[config.mk]
export PLATFORM = sky130hd
export DESIGN_NAME = frame_decoder
export DESIGN_NICKNAME = d
export VERILOG_FILES = /design/src/rtl/frame_decoder.sv
export SDC_FILE = /design/constraint.sdc
export NUM_CORES = 1
export LEC_CHECK = 0
export CELL_PAD_IN_SITES_DETAIL_PLACEMENT = 2
export CELL_PAD_IN_SITES_GLOBAL_PLACEMENT = 2
export CORE_MARGIN = 2
export CORE_UTILIZATION = 35
export DETAILED_ROUTE_END_ITERATION = 10
export PLACE_DENSITY_LB_ADDON = 0.1
export SLEW_MARGIN = 20
export SYNTH_ARGS = -nofsm -noshare
export SYNTH_HDL_FRONTEND = slang
export SYNTH_SLANG_ARGS = --single-unit
[constraint.sdc]
create_clock -name clk -period 2.3 [get_ports clk]
set_input_delay 0.345 -clock clk [delete_from_list [all_inputs] [get_ports clk]]
set_output_delay 0.345 -clock clk [all_outputs]
set_load 0.02 [all_outputs]
[src/rtl/frame_decoder.sv]
// frame_decoder: captures 12-bit words from the receiver shift register, checks
// header / even parity / address, and queues accepted {addr,data} entries in a
// small FIFO drained through a valid/ready handshake. Keeps saturating good and
// error counters and a sticky overflow flag.
module frame_decoder #(
  parameter logic [3:0]  MY_ADDR = 4'h3,
  parameter logic [2:0]  HEADER  = 3'b101,
  parameter int unsigned DEPTH   = 4
) (
  input  logic        clk,
  input  logic        reset,
  input  logic [11:0] word_in,
  input  logic        word_load,
  output logic [3:0]  out_data,
  output logic [3:0]  out_addr,
  output logic        out_valid,
  input  logic        out_ready,
  output logic [7:0]  good_cnt,
  output logic [7:0]  err_cnt,
  output logic        overflow
);

  localparam int unsigned AW      = (DEPTH > 1) ? $clog2(DEPTH) : 1;
  localparam logic [AW:0] DEPTH_C = (AW+1)'(DEPTH);

  // stage 1 capture
  logic        cap_valid;
  logic [11:0] cap_word;

  // classification of the captured word
  logic hdr_ok, par_ok, addr_ok, is_err, is_good;

  // stage 2 registered classification result
  logic       s2_good, s2_err;
  logic [7:0] s2_entry;

  // FIFO state
  logic [7:0]    mem [DEPTH];
  logic [AW-1:0] wr_ptr, rd_ptr, rd_next;
  logic [AW:0]   count, count_next;
  logic          pop, push, drop;
  logic [7:0]    head_next;

  // Latch the parallel word on the dump strobe; word_in is ignored otherwise.
  always_ff @(posedge clk or negedge reset) begin
    if (!reset) begin
      cap_valid <= 1'b0;
      cap_word  <= '0;
    end else begin
      cap_valid <= word_load;
      if (word_load) cap_word <= word_in;
    end
  end

  // Classify: header or parity failure is an error; otherwise address decides accept/skip.
  always_comb begin
    hdr_ok  = (cap_word[11:9] == HEADER);
    par_ok  = ~(^cap_word);
    addr_ok = (cap_word[8:5] == MY_ADDR) || (cap_word[8:5] == 4'hF);
    is_err  = cap_valid && !(hdr_ok && par_ok);
    is_good = cap_valid && hdr_ok && par_ok && addr_ok;
  end

  // Register the classification so the FIFO push lands one cycle later.
  always_ff @(posedge clk or negedge reset) begin
    if (!reset) begin
      s2_good  <= 1'b0;
      s2_err   <= 1'b0;
      s2_entry <= '0;
    end else begin
      s2_good  <= is_good;
      s2_err   <= is_err;
      s2_entry <= cap_word[8:1];
    end
  end

  // FIFO control: a pop frees a slot for a same-cycle push even when full.
  always_comb begin
    pop        = out_valid && out_ready;
    push       = s2_good && ((count < DEPTH_C) || pop);
    drop       = s2_good && !push;
    rd_next    = pop ? rd_ptr + 1'b1 : rd_ptr;
    count_next = count;
    if (push && !pop) count_next = count + 1'b1;
    if (pop && !push) count_next = count - 1'b1;
    // Head register is preloaded with whatever entry will sit at rd_next after this
    // edge; when that slot is the one being written now, take the incoming entry.
    head_next  = (push && (wr_ptr == rd_next)) ? s2_entry : mem[rd_next];
  end

  // FIFO storage write.
  always_ff @(posedge clk) begin
    if (push) mem[wr_ptr] <= s2_entry;
  end

  // FIFO pointers, occupancy and registered head contents.
  always_ff @(posedge clk or negedge reset) begin
    if (!reset) begin
      wr_ptr   <= '0;
      rd_ptr   <= '0;
      count    <= '0;
      out_addr <= '0;
      out_data <= '0;
    end else begin
      if (push) wr_ptr <= wr_ptr + 1'b1;
      rd_ptr <= rd_next;
      count  <= count_next;
      if (count_next != '0) {out_addr, out_data} <= head_next;
    end
  end

  // Saturating counters and sticky overflow.
  always_ff @(posedge clk or negedge reset) begin
    if (!reset) begin
      good_cnt <= '0;
      err_cnt  <= '0;
      overflow <= 1'b0;
    end else begin
      if (s2_good && (good_cnt != 8'hFF)) good_cnt <= good_cnt + 1'b1;
      if (s2_err  && (err_cnt  != 8'hFF)) err_cnt  <= err_cnt + 1'b1;
      if (drop) overflow <= 1'b1;
    end
  end

  assign out_valid = (count != '0);

endmodule
==> impl_summary.txt, run 1 <==
----------------------------------------------------
[STA]
  Share of the clock period used by the worst path after layout ... 94.48%
  Minimum clock period ... 2.173 ns
  Setup slack of the critical path after layout ... 0.1270 ns
  Worst slew pin tran ... 0.6129 ns
  Final hold violation count ... 0
  Max-slew violation total from the final report ... 0
  Highest achievable clock rate ... 460.2 MHz
  Fin Clk Skew ... 0.01113 ns
  Fin Hold WS ... 0.4250 ns
  Setup repair after global routing missed its margin ... false
  Headroom to the max-slew limit ... 59.14%
  Setup Viol. Count Final ... 0

[Power]
  Leakage dissipation ... 1.895 nW
  Power Density ... 1081 nW/um^2
  Worst vdd ir ... 348.9 uV

[Cells and area]
  Fraction of final layout cells sized beyond drive strength 1 ... 20.75%
  Final non-filler cell total ... 511
  Final Util ... 44.98%
  Antenna diode instance count ... 0
  Post-layout net count ... 391
  Layout Area Growth over Synthesis ... 26.68%
  Area of all placed cells without fillers ... 4812 um^2

[Hold path]
  Worst hold path type ... reg -> reg

[Synthesis]
  Number of warnings issued by yosys ... 0
  FF+latch count, synth ... 87
  Synthesized area per cell ... 12.96 um^2
  Main flop type after synthesis ... sky130_fd_sc_hd__dfrtp_1
  Most area-consuming cells after synthesis ... sky130_fd_sc_hd__dfrtp_1 36%, sky130_fd_sc_hd__edfxtp_1 25%, sky130_fd_sc_hd__xnor2_1 4.8%
  Syn nets ... 318
  Share of Yosys cell area claimed by the top area cell type ... 36.23%
  Async SR Flop Fraction ... 63.22%
  Count of unique library cells instantiated by Yosys ... 49
  EDFF count, synth ... 32
  Synth Instances ... 293
  Sequential-to-total area share from yosys stat ... 61.53%
  Total standard cell area after synthesis ... 3799 um^2
  Biggest area consumer among synthesized cells ... sky130_fd_sc_hd__dfrtp_1

[Run status]
  Result of the run ... completed

[Global route]
  First-pass GRT wire length ... 15.59 mm
  Number of global-route vias before repair ... 2,914
  Number of antenna violations at the first check in global routing ... 0
  Leftover overflow at the end of global routing ... 0
  Pin count of the biggest net entering global routing ... 31
  Global-route total usage across every layer ... 17.73%

[Placed design]
  Total instance count after detailed placement ... 492
  Number of port buffers ... 41
  Dpl ws ... -0.1683 ns
  Weighted congestion reported at the end of routability-driven placement ... 0.7184
  DP Wirelength ... 6.648 mm
  Total placed instance area ... 4556 um^2

[Setup path]
  Type of the setup path with the least slack ... reg -> out
  Worst reg-to-reg path cell count ... 9
  Worst Path Required ... 1.96 ns
  Worst Path Max Fanout ... 5
  CP arrival ... 1.83 ns
  Kind of end point of the critical path ... primary output
  Reg-to-Reg Start ... count[1]
  RR Endpoint ... out_addr[1]
  Critical path launch point ... count[1]
  Worst reg2reg setup slack ... 0.14 ns
  CP endpoint ... out_valid
  Kind of start point of the critical path ... register

[Drt]
  Count of antenna-violating nets left after detailed routing ... 0
  Via total after detailed routing ... 2,588
  Routed WL ... 9.385 mm
  Pre-antenna DRT Iters ... 4
  Detailed-route DRC error count ... 0
  Detailed Route Iter0 Violations ... 124
  Mean number of vias per cell ... 5.065
  Average wire per standard cell ... 18.37 um

[Die]
  Die outline height ... 108.2 um
  Core region area ... 10,700 um^2
  # rows ... 38
  Die area ... 11,700 um^2
  Initial cell density of the core ... 35.51%
  I/O pins ... 42
  Die width ... 108.2 um

[Clock network]
  Total number of clock tree sinks ... 87
  Buffers from clock root to sink, at most ... 2
  Clock slew at the register clock pins of the worst setup and hold paths ... 0.10 ns
  Insertion delay of the later-clocked pin in the worst-skew pair ... 0.36 ns
  TritonCTS buffer count ... 9
  Number of H-tree branching levels ... 3
  CTS Root Buffer Type ... sky130_fd_sc_hd__clkbuf_8
  CTS tree ... done

[Job]
  Maximum capacitance violations ... 0

----------------------------------------------------
[synthesized netlist by cell type (2+ instances only)]
master	number
sky130_fd_sc_hd__a211o_1	2
sky130_fd_sc_hd__a21oi_1	21
sky130_fd_sc_hd__a221oi_1	7
sky130_fd_sc_hd__and3_1	7
sky130_fd_sc_hd__buf_2	2
sky130_fd_sc_hd__buf_6	3
sky130_fd_sc_hd__clkbuf_1	5
sky130_fd_sc_hd__dfrtp_1	55
sky130_fd_sc_hd__edfxtp_1	32
sky130_fd_sc_hd__ha_1	9
sky130_fd_sc_hd__inv_1	10
sky130_fd_sc_hd__mux2_2	13
sky130_fd_sc_hd__nand2_1	18
sky130_fd_sc_hd__nand2b_1	3
sky130_fd_sc_hd__nand3_1	7
sky130_fd_sc_hd__nand4_1	3
sky130_fd_sc_hd__nor2_1	12
sky130_fd_sc_hd__nor2b_1	3
sky130_fd_sc_hd__nor3_1	2
sky130_fd_sc_hd__nor4_1	9
sky130_fd_sc_hd__o21ai_0	7
sky130_fd_sc_hd__o22ai_1	7
sky130_fd_sc_hd__or3_1	7
sky130_fd_sc_hd__xnor2_1	21
sky130_fd_sc_hd__xor2_1	4
[metal layers]
metal / global-route usage [%] / vias up / part of all wire, %
li1: - / 1212 / -
met1: 23.63 / 1321 / 44
met2: 29.74 / 44 / 51
met3: 2.592 / 11 / 3.0
met4: 6.044 / 0 / 1.3
met5: 0 / - / 0
[state kept, by name, indices dropped and copies added (netlist names)]
signal,flops
s2_good,1
wr_ptr,2
out_addr,4
cap_valid,1
count,3
s2_err,1
good_cnt,8
cap_word,12
out_data,4
s2_entry,8
overflow,1
mem,32
err_cnt,8
rd_ptr,2
[cell families after synthesis]
kind of cell,count (synthesis),share of synthesized area [%]
xor gates and xnor gates,27,6.917
and+or+nand+nor,79,11.73
DFF,87,61.53
adders and majority gates,9,2.964
buffers and inverters,22,2.899
muxes,14,4.117
AOI/OAI and AO/OA,55,9.849
[how the worst min path moves through the flow]
| stage | start | endpoint | slack, ns | cells after the start |
|---|---|---|---|---|
| 6_report | cap_word[2] | s2_entry[1] | 0.43 | 0 |
| 5_1_grt | cap_word[8] | s2_entry[7] | 0.45 | 0 |
| 4_1_cts | cap_word[2] | s2_entry[1] | 0.43 | 0 |
| 3_5_place_dp | reset | err_cnt[1] | 0.39 | 1 |
| 3_3_place_gp | reset | err_cnt[1] | 0.40 | 1 |
| 2_1_floorplan | reset | cap_valid | 0.05 | 0 |
[what timing repair did]
item	CTS	global route
pin swaps	1	1
hold buffers	1	0
setup buffers	1	0
endpoints found under the setup margin	4	7
gates resized for setup	6	2
cloned	1	0
hold endpoints to repair	11	0
[per-stage QoR]
step                power (mW)  setup TNS [ns]
global route             5.540               0
finish                   5.202               0
CTS                      5.268               0
global placement         4.059         -0.1744
floorplan                3.202               0
detailed placement       4.137         -0.8639
[placed cells by master (no fill, tap or decap), types with 7 or more instances in the layout]
| cell type | count |
|---|---|
| sky130_fd_sc_hd__mux2_2 | 13 |
| sky130_fd_sc_hd__xnor2_1 | 21 |
| sky130_fd_sc_hd__nand2_1 | 18 |
| sky130_fd_sc_hd__edfxtp_1 | 32 |
| sky130_fd_sc_hd__nand3_1 | 7 |
| sky130_fd_sc_hd__nor4_1 | 9 |
| sky130_fd_sc_hd__and3_1 | 7 |
| sky130_fd_sc_hd__buf_4 | 28 |
| sky130_fd_sc_hd__a21oi_1 | 20 |
| sky130_fd_sc_hd__clkdlybuf4s50_1 | 40 |
| sky130_fd_sc_hd__a221oi_1 | 7 |
| sky130_fd_sc_hd__o21ai_0 | 7 |
| sky130_fd_sc_hd__ha_1 | 8 |
| sky130_fd_sc_hd__nor2_1 | 12 |
| sky130_fd_sc_hd__dfrtp_1 | 55 |
| sky130_fd_sc_hd__inv_1 | 8 |
| sky130_fd_sc_hd__o22ai_1 | 7 |
| sky130_fd_sc_hd__clkbuf_8 | 9 |
[critical path, stage by stage, from the launching register on]
cell and delay, ns:
sky130_fd_sc_hd__dfrtp_1 0.39, sky130_fd_sc_hd__inv_2 0.07, sky130_fd_sc_hd__ha_4 0.17, sky130_fd_sc_hd__nor2b_4 0.13, sky130_fd_sc_hd__inv_4 0.11, sky130_fd_sc_hd__clkdlybuf4s50_1 0.60
[report_power, final]
group | switching (mW) | internal, mW | total, mW | leakage [nW]
sequential | 0.277 | 1.86 | 2.13 | 0.951
clock | 0.616 | 0.415 | 1.03 | 0.0896
combinational | 1.07 | 0.973 | 2.04 | 0.854
total | 1.96 | 3.24 | 5.20 | 1.89
[cell type report]
| type | count | area [um^2] |
|---|---|---|
| multi-input combinational | 185 | 1400 |
| fill | 1092 | 5886 |
| clock buffer | 9 | 123.9 |
| tap | 140 | 175.2 |
| timing repair buffer | 72 | 665.6 |
| clock inverter | 7 | 66.31 |
| inverter | 11 | 43.79 |
| sequential | 87 | 2337 |
Note: power is estimated with default switching activity, not from simulation.
==> run 2: changes to the inputs <==
--- a/config.mk
+++ b/config.mk
@@ -7,9 +7,9 @@
 export LEC_CHECK = 0
 export CELL_PAD_IN_SITES_DETAIL_PLACEMENT = 2
 export CELL_PAD_IN_SITES_GLOBAL_PLACEMENT = 2
-export CORE_MARGIN = 2
 export CORE_UTILIZATION = 35
 export DETAILED_ROUTE_END_ITERATION = 10
+export GPL_TIMING_DRIVEN = 0
 export PLACE_DENSITY_LB_ADDON = 0.1
 export SLEW_MARGIN = 20
 export SYNTH_ARGS = -nofsm -noshare
==> impl_summary.txt, run 2 (synthesized netlist as in run 1, its figures left out) <==
----------------------------------------------------
[Power]
  Leakage dissipation ... 1.868 nW
  Part of the total power dissipated in combinational logic ... 38.8%
  Power dissipated by switching net loads ... 1.932 mW
  Worst vdd ir ... 395.1 uV
  Internal Power ... 3.163 mW
  Power Density ... 1078 nW/um^2
  Share of total power in the clock network ... 20.6%
  Switching portion of total power ... 37.91%
  Flop pwr share ... 40.6%

[Setup path]
  Kind of start point of the critical path ... register
  Worst Path Max Fanout ... 8
  Type of the setup path with the least slack ... reg -> reg
  Worst reg2reg setup slack ... 0.08 ns
  CP arrival ... 2.51 ns
  Worst Path Required ... 2.59 ns
  Kind of end point of the critical path ... register

[STA]
  Final hold violation count ... 0
  Highest achievable clock rate ... 451.2 MHz
  Sum Neg Setup Slack ... 0 ns
  Fin Hold WS ... 0.3958 ns
  Setup Viol. Count Final ... 0
  Share of the clock period used by the worst path after layout ... 96.35%
  Worst slew pin tran ... 0.6935 ns
  Minimum clock period ... 2.216 ns
  Max-slew violation total from the final report ... 0
  Fin Clk Skew ... 0.01114 ns
  Headroom to the max-slew limit ... 53.54%

[Drt]
  Detailed Route Iter0 Violations ... 55
  Detailed-route DRC error count ... 0
  Average wire per standard cell ... 18.12 um
  Routed WL ... 9.024 mm
  Count of antenna-violating nets left after detailed routing ... 0
  Via total after detailed routing ... 2,539
  Pre-antenna DRT Iters ... 4
  Mean number of vias per cell ... 5.098

[Hold path]
  Worst hold path type ... in -> async

[Run status]
  Result of the run ... completed

[Cells and area]
  Fraction of final layout cells sized beyond drive strength 1 ... 18.51%
  Post-layout net count ... 382
  Layout Area Growth over Synthesis ... 24.44%
  Leading cell type in the layout, fill and taps excluded ... sky130_fd_sc_hd__dfrtp_1
  Final non-filler cell total ... 498
  Number of fill cells ... 1,077
  Largest registers in the final layout ... mem x32, cap_word x12
  Largest register by flop count ... mem
  Number of flip-flops under the largest register name ... 32
  Most frequent cells in the layout ... 55 x sky130_fd_sc_hd__dfrtp_1, 39 x sky130_fd_sc_hd__clkdlybuf4s50_1, 32 x sky130_fd_sc_hd__edfxtp_1, 21 x sky130_fd_sc_hd__xnor2_1
  Antenna diode instance count ... 0
  Area of all placed cells without fillers ... 4727 um^2

[Die]
  Core region area ... 10,420 um^2
  # rows ... 37
  Die outline height ... 106.2 um
  Initial cell density of the core ... 36.47%
  Die width ... 106.2 um
  I/O pins ... 42
  Die area ... 11,270 um^2

[Global route]
  Pin count of the biggest net entering global routing ... 39
  Leftover overflow at the end of global routing ... 0
  First-pass GRT wire length ... 14.94 mm
  Number of global-route vias before repair ... 2,816
  Global-route total usage across every layer ... 17.51%
  Number of antenna violations at the first check in global routing ... 0

[Clock network]
  Clock slew at the register clock pins of the worst setup and hold paths ... 0.10 ns
  CTS tree ... done
  CTS Root Buffer Type ... sky130_fd_sc_hd__clkbuf_8
  Insertion delay of the later-clocked pin in the worst-skew pair ... 0.35 ns
  Buffers from clock root to sink, at most ... 2
  Number of H-tree branching levels ... 3
  Total number of clock tree sinks ... 87
  TritonCTS buffer count ... 9

[Placed design]
  Weighted congestion reported at the end of routability-driven placement ... 0.6927
  Total instance count after detailed placement ... 470
  Total placed instance area ... 4387 um^2
  DP Wirelength ... 6.158 mm
  Number of port buffers ... 40

[Job]
  Maximum capacitance violations ... 0

----------------------------------------------------
-- run 2: final cells by class --
class	instances	area, um^2	share of cell area, %
clock inverter	7	71.32	1.509
timing repair buffer	54	528.0	11.17
multi-input combinational	184	1388	29.35
tap	136	170.2	3.600
buffer	10	65.06	1.376
clock buffer	9	123.9	2.620
sequential	87	2337	49.44
inverter	11	43.79	0.9264
-- run 2: layer usage --
metal  share of wire [%]  global-route usage (%)  vias to the layer above
met5                   0                       0                        -
met4                 1.1                   4.762                        0
met3                 2.8                   3.188                        8
met2                  52                   30.52                       42
met1                  44                   22.23                     1297
li1                    -                       -                     1192
-- run 2: power groups by stage --
stage	clock [mW]	sequential [mW]	combinational [mW]
final	1.05	2.07	1.98
after global routing	1.14	2.11	2.15
after CTS	1.10	2.08	1.94
after detailed placement	0	2.11	1.81
after global placement	0	2.10	1.76
after floorplan	0	2.23	0.972
-- run 2: worst max-delay path, stage by stage, from the launching register on --
cell and delay [ns]:
sky130_fd_sc_hd__dfrtp_1 0.41, sky130_fd_sc_hd__inv_2 0.10, sky130_fd_sc_hd__ha_4 0.15, sky130_fd_sc_hd__nor2b_4 0.22, sky130_fd_sc_hd__inv_4 0.08, sky130_fd_sc_hd__and4_1 0.16
sky130_fd_sc_hd__a32oi_2 0.21, sky130_fd_sc_hd__o21ai_4 0.14, sky130_fd_sc_hd__buf_6 0.16, sky130_fd_sc_hd__or3_1 0.38, sky130_fd_sc_hd__a21oi_2 0.14
-- run 2: what timing repair did --
item,CTS,global route
pin swaps,1,4
buffers inserted,7,4
gates resized for setup,6,7
cloned,0,1
setup endpoints to repair,9,9
hold buffers,1,0
endpoints found under the hold margin,17,0
-- run 2: final timing paths --
kind,start,end,cells past startpoint
min reg2reg,cap_word[1],s2_entry[0],0
min,reset,err_cnt[2],2
max in group asynchronous,reset,out_addr[1],3
max,count[1],out_addr[3],10
min in group clk,cap_word[1],s2_entry[0],0
max reg2reg,count[1],out_addr[3],10
-- run 2: stage by stage --
stage          worst slack, ns  util [%]  total power [mW]
2_1_floorplan           0.1337         -             3.202
3_3_place_gp            -1.090     41.95             3.854
3_5_place_dp           -0.3023     42.11             3.924
4_1_cts               0.001977     44.94             5.116
5_1_grt               -0.01730     45.38             5.402
6_report               0.08391     45.38             5.095
==> run 3: changes to the inputs <==
--- a/config.mk
+++ b/config.mk
@@ -7,10 +7,12 @@
 export LEC_CHECK = 0
 export CELL_PAD_IN_SITES_DETAIL_PLACEMENT = 2
 export CELL_PAD_IN_SITES_GLOBAL_PLACEMENT = 2
+export CORE_MARGIN = 3
 export CORE_UTILIZATION = 35
 export DETAILED_ROUTE_END_ITERATION = 10
 export GPL_TIMING_DRIVEN = 0
-export PLACE_DENSITY_LB_ADDON = 0.1
+export MAX_ROUTING_LAYER = met4
+export PLACE_DENSITY = 0.76
 export SLEW_MARGIN = 20
 export SYNTH_ARGS = -nofsm -noshare
 export SYNTH_HDL_FRONTEND = slang
==> impl_summary.txt, run 3 (synthesized netlist as in run 1, its figures left out) <==
----------------------------------------------------
[Drt]
  Mean number of vias per cell ... 5.198
  Detailed Route Iter0 Violations ... 115
  Average wire per standard cell ... 19.21 um
  Pre-antenna DRT Iters ... 4
  Detailed-route DRC error count ... 0
  Count of antenna-violating nets left after detailed routing ... 0
  Routed WL ... 9.624 mm
  Via total after detailed routing ... 2,604

[Global route]
  Leftover overflow at the end of global routing ... 0
  Met3 routing resource usage after global routing ... 1.922%
  Number of global-route vias before repair ... 2,810
  Pin count of the biggest net entering global routing ... 54
  First-pass GRT wire length ... 15.27 mm
  Grt met1 use ... 21.61%
  GR Layer Usage met2 ... 29.68%
  Layer with the highest usage ... met2
  Global-route total usage across every layer ... 17.48%
  Number of antenna violations at the first check in global routing ... 0

[Die]
  Die area ... 12,140 um^2
  Initial cell density of the core ... 36.31%
  Die width ... 110.2 um
  Die outline height ... 110.2 um
  Core region area ... 10,460 um^2
  I/O pins ... 42
  # rows ... 37

[STA]
  Setup repair after global routing missed its margin ... true
  Setup Viol. Count Final ... 0
  Max-slew violation total from the final report ... 0
  Share of the clock period used by the worst path after layout ... 96.07%
  Fin Hold WS ... 0.3140 ns
  Final hold violation count ... 0
  Setup slack of the critical path after layout ... 0.09037 ns
  Worst slew pin tran ... 0.5931 ns
  Minimum clock period ... 2.210 ns
  Headroom to the max-slew limit ... 60.04%
  Fin Clk Skew ... 0.007493 ns
  Sum Neg Setup Slack ... 0 ns
  Highest achievable clock rate ... 452.6 MHz

[Clock network]
  TritonCTS buffer count ... 9
  CTS Root Buffer Type ... sky130_fd_sc_hd__clkbuf_8
  Buffers from clock root to sink, at most ... 2
  Number of H-tree branching levels ... 3
  CTS tree ... done
  Total number of clock tree sinks ... 87
  Clock slew at the register clock pins of the worst setup and hold paths ... 0.09 ns
  Insertion delay of the later-clocked pin in the worst-skew pair ... 0.36 ns

[Job]
  Maximum capacitance violations ... 0

[Placed design]
  Total instance count after detailed placement ... 470
  Dpl ws ... -0.3029 ns
  Weighted congestion reported at the end of routability-driven placement ... 0.7235
  DP Wirelength ... 6.434 mm
  Number of port buffers ... 40

[Setup path]
  Worst Path Required ... 2.59 ns
  Highest-delay cell along the critical path ... sky130_fd_sc_hd__dfrtp_1
  Type of the setup path with the least slack ... reg -> reg
  Critical path buffers and inverters ... 3
  Category of cells accounting for the largest share of critical-path delay ... simple AND/OR/NAND/NOR gates
  CP arrival ... 2.50 ns
  Kind of start point of the critical path ... register
  Worst stage delay on the critical path ... 0.40 ns
  Kind of end point of the critical path ... register
  Sequence of cells on the critical path ... inv_2 -> ha_4 -> nor2b_4 -> inv_4 -> and4_1 -> a32oi_2 -> o21ai_4 -> buf_4 -> or3_1 -> a21oi_1
  Worst Path Max Fanout ... 7

[Cells and area]
  Fraction of final layout cells sized beyond drive strength 1 ... 19.18%
  Antenna diode instance count ... 0
  Post-layout net count ... 385
  Final Util ... 45.72%
  Number of flip-flops under the largest register name ... 32
  Largest registers in the final layout ... mem x32, cap_word x12
  Layout Area Growth over Synthesis ... 25.92%
  Leading cell type in the layout, fill and taps excluded ... sky130_fd_sc_hd__dfrtp_1
  Final non-filler cell total ... 501
  Largest register by flop count ... mem
  Most frequent cells in the layout ... 55 x sky130_fd_sc_hd__dfrtp_1, 39 x sky130_fd_sc_hd__clkdlybuf4s50_1, 32 x sky130_fd_sc_hd__edfxtp_1, 21 x sky130_fd_sc_hd__xnor2_1

[Power]
  Power Density ... 1093 nW/um^2
  Leakage dissipation ... 1.880 nW
  Worst vdd ir ... 479.9 uV

[Run status]
  Result of the run ... completed

[Hold path]
  Worst hold path type ... in -> async

----------------------------------------------------
## run 3: cell types whose count changed in the layout (fill, tap and decap cells not counted), sizes merged
cell      delta
bufinv       +1
clkinvlp     +1
clkinv       -1
inv          -2
buf          +3
clkbuf       +1
## run 3: layout make-up
class | count | area [um^2]
fill | 1075 | 5679
sequential | 87 | 2337
multi-input combinational | 184 | 1408
timing repair buffer | 57 | 558.0
tap | 136 | 170.2
clock buffer | 10 | 127.6
clock inverter | 6 | 75.07
buffer | 10 | 63.81
inverter | 11 | 43.79
## run 3: power breakdown
part           total, mW  switching, mW  internal [mW]
clock network       1.09          0.573          0.520
registers           2.08          0.225           1.86
logic               2.06           1.14          0.917
total               5.23           1.94           3.29
## run 3: layer usage
layer  part of all wire [%]  vias to the layer above
met5                      0                        -
met4                    1.9                        0
met3                    3.0                       12
met2                     53                       55
met1                     42                     1336
li1                       -                     1201
## run 3: through the flow
step	total power, mW	cell area [um^2]
finish	5.229	4783
global route	5.563	4783
CTS	5.177	4688
detailed placement	3.953	4394
global placement	3.836	4369
floorplan	3.202	3799
## run 3: repair_timing
action	4_1_cts	5_1_grt
setup endpoints to repair	9	9
cloned	0	1
buffers inserted	6	8
pin swaps	2	5
hold buffers	1	0
hold endpoints to repair	25	0
gates resized for setup	7	8
## run 3: worst reg2reg max path: cells and delay by family (launching register included)
kind                     cells  cell delay (ns)
flip-flops                   1             0.40
AND/OR/NAND/NOR              3             0.77
AO/OA/AOI/OAI                3             0.48
buffers and inverters        3             0.35
adder cells (fa/ha/maj)      1             0.15
## run 3: path summary, 6_finish.rpt
path	start	endpoint	slack [ns]	depth (start not counted)
hold / removal	reset	cap_word[2]	0.31	2
setup / recovery	count[1]	out_data[2]	0.09	10
min in group clk	cap_word[2]	s2_entry[1]	0.44	0
setup reg to reg	count[1]	out_data[2]	0.09	10
max in group asynchronous	reset	good_cnt[2]	1.52	3
hold reg to reg	cap_word[2]	s2_entry[1]	0.44	0
